<file path="src/rtl/unified_mem_arbiter_if.sv">
// Bundle of the fetch, data and memory-side handshake signals of the unified memory arbiter.
// The master modport is the arbiter's view. The slave modport is the requesters' and the memory's view.
interface unified_mem_arbiter_if;
    logic        if_req;
    logic [63:0] if_addr;
    logic [31:0] if_instr;
    logic        if_valid;
    logic        d_req;
    logic        d_we;
    logic [63:0] d_addr;
    logic [63:0] d_wdata;
    logic [63:0] d_rdata;
    logic        d_valid;
    logic        stall;
    logic        mem_req;
    logic        mem_we;
    logic [63:0] mem_addr;
    logic [63:0] mem_wdata;
    logic [63:0] mem_rdata;
    logic        mem_ready;
    logic        timeout_err;

    modport master (
        input  if_req, if_addr, d_req, d_we, d_addr, d_wdata, mem_rdata, mem_ready,
        output if_instr, if_valid, d_rdata, d_valid, stall,
               mem_req, mem_we, mem_addr, mem_wdata, timeout_err
    );

    modport slave (
        output if_req, if_addr, d_req, d_we, d_addr, d_wdata, mem_rdata, mem_ready,
        input  if_instr, if_valid, d_rdata, d_valid, stall,
               mem_req, mem_we, mem_addr, mem_wdata, timeout_err
    );
endinterface

</file>
<file path="src/rtl/unified_mem_arbiter.sv">
// Shares one variable-latency memory port between instruction fetch and LDUR/STUR.
// Data requests have priority. A starvation counter and a sticky timeout watchdog guard the port.
module unified_mem_arbiter #(
    parameter int STARVE_LIMIT = 4,
    parameter int MAX_WAIT     = 16
) (
    input  logic                 clk,
    input  logic                 reset,
    unified_mem_arbiter_if.master bus
);
    localparam int SW = $clog2(STARVE_LIMIT + 1);
    localparam int WW = (MAX_WAIT > 1) ? $clog2(MAX_WAIT) : 1;
    localparam logic [SW-1:0] STARVE_MAX = SW'(STARVE_LIMIT);
    localparam logic [WW-1:0] WAIT_LAST  = WW'(MAX_WAIT - 1);

    localparam logic [1:0] ST_IDLE  = 2'd0;
    localparam logic [1:0] ST_DATA  = 2'd1;
    localparam logic [1:0] ST_FETCH = 2'd2;
    localparam logic [1:0] ST_DONE  = 2'd3;

    logic [1:0]    state_r;
    logic [SW-1:0] starve_r;
    logic [WW-1:0] wait_r;
    logic          mem_req_r;
    logic          mem_we_r;
    logic [63:0]   mem_addr_r;
    logic [63:0]   mem_wdata_r;
    logic [31:0]   if_instr_r;
    logic          if_valid_r;
    logic [63:0]   d_rdata_r;
    logic          d_valid_r;
    logic          timeout_err_r;
    logic          force_fetch_s;
    logic [31:0]   fetch_word_s;
    logic          stall_s;

    // Fetch forcing and selection of the 32-bit half addressed by the latched fetch address.
    always_comb begin
        force_fetch_s = bus.if_req && (starve_r == STARVE_MAX);
        if (mem_addr_r[2]) begin
            fetch_word_s = bus.mem_rdata[63:32];
        end else begin
            fetch_word_s = bus.mem_rdata[31:0];
        end
    end

    // Pipeline stall: in IDLE it follows the raw requests so the stage freezes in the cycle it asks.
    always_comb begin
        stall_s = 1'b0;
        if (reset) begin
            stall_s = 1'b0;
        end else begin
            case (state_r)
                ST_IDLE:  stall_s = bus.if_req || bus.d_req;
                ST_DATA:  stall_s = 1'b1;
                ST_FETCH: stall_s = 1'b1;
                ST_DONE:  stall_s = 1'b0;
                default:  stall_s = 1'b0;
            endcase
        end
    end

    // Arbitration FSM, memory handshake registers, result capture and watchdog.
    always_ff @(posedge clk) begin
        if (reset) begin
            state_r       <= ST_IDLE;
            starve_r      <= '0;
            wait_r        <= '0;
            mem_req_r     <= 1'b0;
            mem_we_r      <= 1'b0;
            mem_addr_r    <= 64'd0;
            mem_wdata_r   <= 64'd0;
            if_instr_r    <= 32'd0;
            if_valid_r    <= 1'b0;
            d_rdata_r     <= 64'd0;
            d_valid_r     <= 1'b0;
            timeout_err_r <= 1'b0;
        end else begin
            if_valid_r <= 1'b0;
            d_valid_r  <= 1'b0;
            case (state_r)
                ST_IDLE: begin
                    if (bus.d_req && !force_fetch_s) begin
                        state_r     <= ST_DATA;
                        mem_req_r   <= 1'b1;
                        mem_we_r    <= bus.d_we;
                        mem_addr_r  <= bus.d_addr;
                        mem_wdata_r <= bus.d_we ? bus.d_wdata : 64'd0;
                        wait_r      <= '0;
                        starve_r    <= bus.if_req ? (starve_r + SW'(1)) : '0;
                    end else if (bus.if_req) begin
                        state_r     <= ST_FETCH;
                        mem_req_r   <= 1'b1;
                        mem_we_r    <= 1'b0;
                        mem_addr_r  <= bus.if_addr;
                        mem_wdata_r <= 64'd0;
                        wait_r      <= '0;
                        starve_r    <= '0;
                    end else begin
                        starve_r <= '0;
                    end
                end
                ST_DATA, ST_FETCH: begin
                    if (bus.mem_ready) begin
                        mem_req_r <= 1'b0;
                        state_r   <= ST_DONE;
                        if (state_r == ST_DATA) begin
                            d_valid_r <= 1'b1;
                            if (!mem_we_r) begin
                                d_rdata_r <= bus.mem_rdata;
                            end
                        end else begin
                            if_valid_r <= 1'b1;
                            if_instr_r <= fetch_word_s;
                        end
                    end else if (wait_r == WAIT_LAST) begin
                        // Abort: the requester still gets its pulse, with zero data, so the pipeline drains.
                        mem_req_r     <= 1'b0;
                        state_r       <= ST_DONE;
                        timeout_err_r <= 1'b1;
                        if (state_r == ST_DATA) begin
                            d_valid_r <= 1'b1;
                            d_rdata_r <= 64'd0;
                        end else begin
                            if_valid_r <= 1'b1;
                            if_instr_r <= 32'd0;
                        end
                    end else begin
                        wait_r <= wait_r + WW'(1);
                    end
                end
                ST_DONE: begin
                    state_r <= ST_IDLE;
                end
                default: begin
                    state_r <= ST_IDLE;
                end
            endcase
        end
    end

    assign bus.mem_req     = mem_req_r;
    assign bus.mem_we      = mem_we_r;
    assign bus.mem_addr    = mem_addr_r;
    assign bus.mem_wdata   = mem_wdata_r;
    assign bus.if_instr    = if_instr_r;
    assign bus.if_valid    = if_valid_r;
    assign bus.d_rdata     = d_rdata_r;
    assign bus.d_valid     = d_valid_r;
    assign bus.timeout_err = timeout_err_r;
    assign bus.stall       = stall_s;
endmodule

</file>
<file path="src/flat_wrapper.sv">
// flat-port wrapper written by rule: the top's interface ports become plain ports
module unified_mem_arbiter_flat 
#(
    parameter int STARVE_LIMIT = 4,
    parameter int MAX_WAIT     = 16
)
  (clk, reset, bus_if_req, bus_if_addr, bus_d_req, bus_d_we, bus_d_addr, bus_d_wdata, bus_mem_rdata, bus_mem_ready, bus_if_instr, bus_if_valid, bus_d_rdata, bus_d_valid, bus_stall, bus_mem_req, bus_mem_we, bus_mem_addr, bus_mem_wdata, bus_timeout_err);
  unified_mem_arbiter_if bus_i ();
  input  logic clk;
  input  logic reset;
  input wire logic [$bits(bus_i.if_req)-1:0] bus_if_req;
  input wire logic [$bits(bus_i.if_addr)-1:0] bus_if_addr;
  input wire logic [$bits(bus_i.d_req)-1:0] bus_d_req;
  input wire logic [$bits(bus_i.d_we)-1:0] bus_d_we;
  input wire logic [$bits(bus_i.d_addr)-1:0] bus_d_addr;
  input wire logic [$bits(bus_i.d_wdata)-1:0] bus_d_wdata;
  input wire logic [$bits(bus_i.mem_rdata)-1:0] bus_mem_rdata;
  input wire logic [$bits(bus_i.mem_ready)-1:0] bus_mem_ready;
  output wire logic [$bits(bus_i.if_instr)-1:0] bus_if_instr;
  output wire logic [$bits(bus_i.if_valid)-1:0] bus_if_valid;
  output wire logic [$bits(bus_i.d_rdata)-1:0] bus_d_rdata;
  output wire logic [$bits(bus_i.d_valid)-1:0] bus_d_valid;
  output wire logic [$bits(bus_i.stall)-1:0] bus_stall;
  output wire logic [$bits(bus_i.mem_req)-1:0] bus_mem_req;
  output wire logic [$bits(bus_i.mem_we)-1:0] bus_mem_we;
  output wire logic [$bits(bus_i.mem_addr)-1:0] bus_mem_addr;
  output wire logic [$bits(bus_i.mem_wdata)-1:0] bus_mem_wdata;
  output wire logic [$bits(bus_i.timeout_err)-1:0] bus_timeout_err;
  assign bus_i.if_req = bus_if_req;
  assign bus_i.if_addr = bus_if_addr;
  assign bus_i.d_req = bus_d_req;
  assign bus_i.d_we = bus_d_we;
  assign bus_i.d_addr = bus_d_addr;
  assign bus_i.d_wdata = bus_d_wdata;
  assign bus_i.mem_rdata = bus_mem_rdata;
  assign bus_i.mem_ready = bus_mem_ready;
  assign bus_if_instr = bus_i.if_instr;
  assign bus_if_valid = bus_i.if_valid;
  assign bus_d_rdata = bus_i.d_rdata;
  assign bus_d_valid = bus_i.d_valid;
  assign bus_stall = bus_i.stall;
  assign bus_mem_req = bus_i.mem_req;
  assign bus_mem_we = bus_i.mem_we;
  assign bus_mem_addr = bus_i.mem_addr;
  assign bus_mem_wdata = bus_i.mem_wdata;
  assign bus_timeout_err = bus_i.timeout_err;
  unified_mem_arbiter #(.STARVE_LIMIT(STARVE_LIMIT), .MAX_WAIT(MAX_WAIT)) u_core (.clk(clk), .reset(reset), .bus(bus_i));
endmodule
</file>
<file path="config.mk">
export PLATFORM = sky130hd
export DESIGN_NAME = unified_mem_arbiter_flat
export DESIGN_NICKNAME = d
export VERILOG_FILES = /design/src/rtl/unified_mem_arbiter_if.sv /design/src/rtl/unified_mem_arbiter.sv /design/src/flat_wrapper.sv
export SDC_FILE = /design/constraint.sdc
export NUM_CORES = 1
export LEC_CHECK = 0
export ABC_AREA = 1
export CAP_MARGIN = 40
export CORE_AREA = 2 2 190 192
export CTS_CLUSTER_DIAMETER = 30
export CTS_CLUSTER_SIZE = 28
export DETAILED_ROUTE_END_ITERATION = 12
export DIE_AREA = 0 0 192 194
export HOLD_SLACK_MARGIN = 0.12
export PLACE_DENSITY = 0.61
export SLEW_MARGIN = 20
export SYNTH_ARGS = -nofsm -noshare
export SYNTH_HDL_FRONTEND = slang
export SYNTH_SLANG_ARGS = --single-unit
</file>
<file path="constraint.sdc">
create_clock -name clk -period 1.7 [get_ports clk]
set_clock_uncertainty 0.05 [all_clocks]
set_input_delay 0.34 -clock clk [delete_from_list [all_inputs] [get_ports clk]]
set_output_delay 0.34 -clock clk [all_outputs]
set_load 0.02 [all_outputs]
</file>
==> metrics.txt, run 1 <==
GP Congestion 0.831; top post-synthesis cells by area dfxtp_1 47%, nand2_1 20%, nor2_1 9.7%; die span in x 192 um; final antenna-violating net count 0; share of cells above drive strength 1 between 20% and 30%; WHS Endpoint u_core.bus.d_rdata[4]$_SDFFE_PP0P_; Switch Pwr 11700 uW; post-DP HPWL around 27 mm; fin cells 2625; drt wl/cell 17.3 um; Yosys cell types 23; min setup slack post-route -319 ps; initial antenna violation count 0; largest net degree at the start of global routing 109; core area 35200 um^2; max-slew violation count 0; Post-Synthesis Cells 1523; vias 12163; type of the most critical hold path in2reg; P_leak 0.0100 uW; Area after DPL 15800 um^2; hold path cells 4; Ys Warns 0; first-pass GRT wire length between 60 and 70 mm; diodes inserted 0; Vias/cell 4.63; GRT Util Overall a little under a quarter; # IOs around 490; syn nets 1791; CP Max Fanout 2; area growth from synthesis to layout 103%; reg-to-reg endpoint u_core.bus.if_instr[19]$_SDFFE_PP0P_; part of the power in combinational logic 39.3%; Synth area leader dfxtp_1; status finished with violations; fin crit period between 2000 and 2500 ps; Switching Share 33.9%; placed insts approximately 2400; MaxCap Viol Count 0; final setup fails 209; WP data required 1310 ps; FMAX 495 MHz; I/O Buffers 491; Least-Margin Pin Slew 642 ps; fin nets 2381; fraction of registers with async set/reset 0%; sequential fraction of the synthesis area 47.0%; CTS tree yes; Worst VDD drop 890 uV; aggregate routed wire length 45.4 mm; hold slack between 200 and 300 ps; CTS Buf Count slightly below 70; Clock transition at path regs around 50 ps; R2R Setup Slk -310 ps; Rel. slew slack 57.2%; worst r2r src u_core.state_r[1]$_SDFFE_PP0P_; DIE HEIGHT 194 um; worst skew pair latency 560 ps; Power Density roughly 1700 nW/um^2; main flop type after synthesis dfxtp_1; DRC 0; CTS H-tree lvls 3; GRT overflow 0; syn_area_per_cell 6.66 um^2; # fillers ~3200; row count 69; final hold vios 0; vias in the first global route 11948; Worst setup SP type flip-flop; internal power 22800 uW; Clock Power Share 38.9%; Crit. End Element output pin; design area 20600 um^2; first-iteration detailed-routing DRC count 433; total negative slack -22650 ps; RSZ-0062 raised after global routing yes; number of synthesized flops with an enable pin 0; Mapped Area 10100 um^2; Worst EP arrival 1630 ps; Post-synth top cells 538 x nand2_1, 262 x nor2_1, 238 x dfxtp_1; 1st-pass router iterations 5; r2r worst-path depth 10; die area between 30000 and 40000 um^2; clock tree buffer depth 3; Reg power frac 21.8%; #FFs+latches synth 238; crit share post-route 119%; total clock sinks 238; Synth top area share 47.0%; count leader, synth nand2_1; worst hold start reset; Clock Tree Root clkbuf_16; Critical Setup Path Class reg2out; failing checks negative setup slack; Initial Util 28.8%
## cells in the final DEF, fill, tap and decap left out, types with 19 or more instances in the layout
master,instances
dlygate4sd2_1,218
nand3_1,33
clkbuf_16,75
nand3_2,32
inv_1,115
nand2_4,66
a21oi_1,80
nor2_2,43
dfxtp_1,235
o21ai_0,33
buf_4,41
nand2_1,424
buf_16,25
nor2_1,209
buf_6,19
nand2_2,48
clkdlybuf4s50_1,260
buf_12,27
a21oi_2,62
## cells by family after synthesis
group                      after synthesis  share of synthesized area, %
adders and majority gates                6                         0.740
DFF                                    238                          47.0
AOI/OAI and AO/OA                      181                          8.93
xor gates and xnor gates                 1                        0.0864
and+or+nand+nor                        880                          33.8
buffers and inverters                  217                          9.46
## cell type report
| cell class | count | area, um^2 | area share [%] |
|---|---|---|---|
| Inverter | 121 | 454 | 2.20 |
| Multi-Input combinational cell | 1068 | 5750 | 27.9 |
| Sequential cell | 238 | 4770 | 23.1 |
| Timing Repair Buffer | 616 | 6650 | 32.2 |
| Clock buffer | 90 | 1930 | 9.33 |
| Clock inverter | 31 | 508 | 2.46 |
| Tap cell | 461 | 577 | 2.80 |
## metal layers
layer | GRT usage [%] | share of wire (%)
met1 | 24.9 | 38
met2 | 39.7 | 50
met3 | 6.91 | 8.5
met4 | 10.9 | 4.2
met5 | 0 | 0
## sequential cells by signal, indices dropped and copies added (netlist names)
name                    cells
u_core.state_r              2
u_core.wait_r               4
u_core.bus.if_instr        32
u_core.bus.if_valid         1
u_core.bus.d_valid          1
u_core.starve_r             3
u_core.bus.mem_addr        64
u_core.bus.timeout_err      1
u_core.bus.mem_we           1
u_core.bus.d_rdata         64
u_core.bus.mem_req          1
u_core.bus.mem_wdata       64
## power groups by stage
stage               Combinational [uW]  Clock, uW  Sequential, uW
global placement                 10100          0            7500
finish                           13600      13400            7510
detailed placement               10200          0            7550
CTS                              12500      13600            7490
global route                     14600      14000            7660
floorplan                         3930          0            8900
## worst max-delay path: stages (launching register included)
cell and delay (ps):
dfxtp_2 330, inv_2 60, ha_4 260, inv_2 50, nand2_4 70, nand2_4 60, nor2_4 110, buf_6 130
## how the worst max path moves through the flow
stage | startpoint | end | slack (ps)
after floorplan | u_core.state_r[0]$_SDFFE_PP0P_ | bus_stall | 20
after global placement | bus_if_req | bus_stall | -740
after detailed placement | bus_if_req | bus_stall | -750
after CTS | u_core.state_r[1]$_SDFFE_PP0P_ | bus_stall | -350
after global routing | u_core.state_r[1]$_SDFFE_PP0P_ | bus_stall | -380
final | u_core.state_r[1]$_SDFFE_PP0P_ | bus_stall | -320
## stage by stage
step                      total power [uW]  setup WS (ps)  util, %
after floorplan                      12800           22.2        -
after global placement               17600           -740     44.9
after detailed placement             17700           -751     44.9
after CTS                            33600           -355     56.0
after global routing                 36200           -379     58.6
final                                34500           -319     58.6
## repair_timing
| item | in CTS | in global routing |
|---|---|---|
| setup buffers | 32 | 7 |
| pin swaps | 103 | 46 |
| endpoints found under the setup margin | 391 | 256 |
| hold buffers | 0 | 0 |
| resized for setup | 472 | 219 |
| gates cloned | 25 | 7 |
Note: power is estimated with default switching activity, not from simulation.
==> inputs of run 2 (changes only) <==
--- a/config.mk
+++ b/config.mk
@@ -14,6 +14,7 @@
 export DIE_AREA = 0 0 192 194
 export HOLD_SLACK_MARGIN = 0.12
 export PLACE_DENSITY = 0.61
+export SKIP_LAST_GASP = 1
 export SLEW_MARGIN = 20
 export SYNTH_ARGS = -nofsm -noshare
 export SYNTH_HDL_FRONTEND = slang
==> run 2 against run 1 <==
Effect of this change:
- the flow still finishes with violations (negative setup slack)
- global-route usage is 0.061 points lower
- design area is 0.80% higher
- setup slack worse by 3.5 ps
- maximum frequency is 0.17% lower
- critical path type is now reg2reg
==> metrics.txt, run 2 (synthesized netlist as in run 1, its figures left out) <==
1st-pass router iterations 4 (-1); total negative slack -27400 ps (-4750 ps); first-pass GRT wire length 65.4 mm (-0.27%); initial antenna violation count 0 (unchanged); total clock sinks 238 (unchanged); GP Congestion 0.831 (unchanged); Power Density 1680 nW/um^2 (+0.44%); diodes inserted 0 (unchanged); WHS Endpoint u_core.bus.d_rdata[4]$_SDFFE_PP0P_; final setup fails 220 (+5.3%); Clock transition at path regs 50 ps (about the same); fin nets 2389 (+0.34%); reg-to-reg endpoint u_core.bus.if_instr[19]$_SDFFE_PP0P_; Worst setup SP type flip-flop; vias 12193 (+0.25%); MaxCap Viol Count 0 (unchanged); worst r2r src u_core.state_r[1]$_SDFFE_PP0P_; final antenna-violating net count 0 (unchanged); Worst VDD drop 984 uV (+10%); largest net degree at the start of global routing 109 (unchanged); FMAX 494 MHz (-0.17%); crit share post-route 119% (+0.21 points); DRC 0 (unchanged); worst skew pair latency 560 ps (about the same); R2R Setup Slk -320 ps (about the same); min setup slack post-route -322 ps (-3.51 ps); P_leak 0.0101 uW (+0.72%); Critical Setup Path Class reg2reg; RSZ-0062 raised after global routing yes; area growth from synthesis to layout 105%; design area 20800 um^2 (+0.80%); DIE HEIGHT 194 um (unchanged); clock tree buffer depth 3 (unchanged); worst hold start reset; drt wl/cell 17.5 um (+1.4%); Clock Tree Root clkbuf_16; Least-Margin Pin Slew 648 ps (+6.22 ps); hold buffers post-CTS 0 (unchanged); status finished with violations; CP Max Fanout 6 (+4); GRT Util Overall 22.7% (-0.061 points); post-DP HPWL 27.2 mm (unchanged); Area after DPL 15800 um^2 (unchanged); failing checks negative setup slack; die span in x 192 um (unchanged); final hold vios 0 (unchanged); max-slew violation count 0 (unchanged); aggregate routed wire length 46.2 mm (+1.8%); hold path cells 4 (unchanged); # IOs 492 (unchanged); most frequent cells in the layout 427 x nand2_1, 260 x clkdlybuf4s50_1, 235 x dfxtp_1; GRT overflow 0 (unchanged); Crit. End Element flip-flop; Initial Util 28.8% (unchanged); Vias/cell 4.63 (about the same); CTS tree yes; type of the most critical hold path in2reg; Rel. slew slack 56.8% (-0.41 points); vias in the first global route 11912 (-0.30%); first-iteration detailed-routing DRC count 401 (-7.4%); CTS H-tree lvls 3 (unchanged); r2r worst-path depth 10 (unchanged); core area 35200 um^2 (unchanged); Worst EP arrival 2410 ps (+780 ps); I/O Buffers 491 (unchanged); row count 69 (unchanged); WP data required 2090 ps (+780 ps); most common cell after layout, fill and taps aside nand2_1; CTS Buf Count 68 (unchanged); # fillers 3119 (-1.1%); share of cells above drive strength 1 24.4% (+0.048 points); die area 37200 um^2 (unchanged); fin crit period 2020 ps (+3.51 ps)
[run 2: cell types whose count changed in the layout (fill, tap and decap cells not counted), sizes merged]
cell,previous run,this run
clkbuf,96,101
buf,123,127
dlygate4sd2,218,217
[run 2: how the worst max path moves through the flow]
| stage | end | slack, ps | from | cells past startpoint |
|---|---|---|---|---|
| 6_report | u_core.bus.if_instr[19]$_SDFFE_PP0P_ | -320 | u_core.state_r[1]$_SDFFE_PP0P_ | 10 |
| 3_5_place_dp | bus_stall | -750 | bus_if_req | 6 |
| 5_1_grt | u_core.bus.if_instr[31]$_SDFFE_PP0P_ | -400 | u_core.state_r[1]$_SDFFE_PP0P_ | 12 |
| 2_1_floorplan | bus_stall | 20 | u_core.state_r[0]$_SDFFE_PP0P_ | 6 |
| 3_3_place_gp | bus_stall | -740 | bus_if_req | 6 |
| 4_1_cts | bus_stall | -350 | u_core.state_r[1]$_SDFFE_PP0P_ | 7 |
[run 2: layout make-up]
cell class	instances	area [um^2]	share of cell area, %
Timing Repair Buffer	624	6810	32.8
Multi-Input combinational cell	1068	5750	27.6
Sequential cell	238	4770	22.9
Clock buffer	90	1930	9.26
Tap cell	461	577	2.77
Clock inverter	31	508	2.44
Inverter	121	457	2.20
[run 2: repair_timing]
action                     in CTS  in global routing
pin swaps                      82                 62
setup endpoints to repair     391                253
cloned                         25                 11
buffers inserted               32                 10
gates resized for setup       453                240
[run 2: layer usage]
metal	part of all wire [%]	vias to the layer above	track usage (%)
met5	0	-	0
met4	3.7	0	10.8
met3	8.0	108	6.93
met2	50	473	39.6
met1	38	5682	24.8
li1	-	5930	-
[run 2: through the flow]
| stage | std cells | hold slack [ps] | total power, uW | worst slack (ps) | util, % |
|---|---|---|---|---|---|
| 6_report | 2633 | 274 | 34900 | -322 | 59.0 |
| 5_1_grt | 2633 | 260 | 36600 | -398 | 59.0 |
| 4_1_cts | 2615 | 255 | 33500 | -355 | 55.7 |
| 2_1_floorplan | 1523 | 411 | 12800 | 22.2 | - |
| 3_5_place_dp | 2438 | 401 | 17700 | -751 | 44.9 |
| 3_3_place_gp | 2438 | 399 | 17600 | -740 | 44.9 |
[run 2: power breakdown]
| group | total (uW) | switching, uW | internal, uW |
|---|---|---|---|
| sequential | 7500 | 677 | 6820 |
| combinational | 14000 | 7460 | 6550 |
| clock | 13400 | 3720 | 9710 |
| total | 34900 | 11900 | 23100 |
[run 2: worst max-delay path, cell delays in order, from the launching register on]
cell and delay, ps:
dfxtp_2 330, inv_2 60, ha_4 260, buf_4 100, buf_6 110, buf_6 110
nand3b_1 190, buf_6 200, clkbuf_16 160, nor2_1 240, nor2_1 80
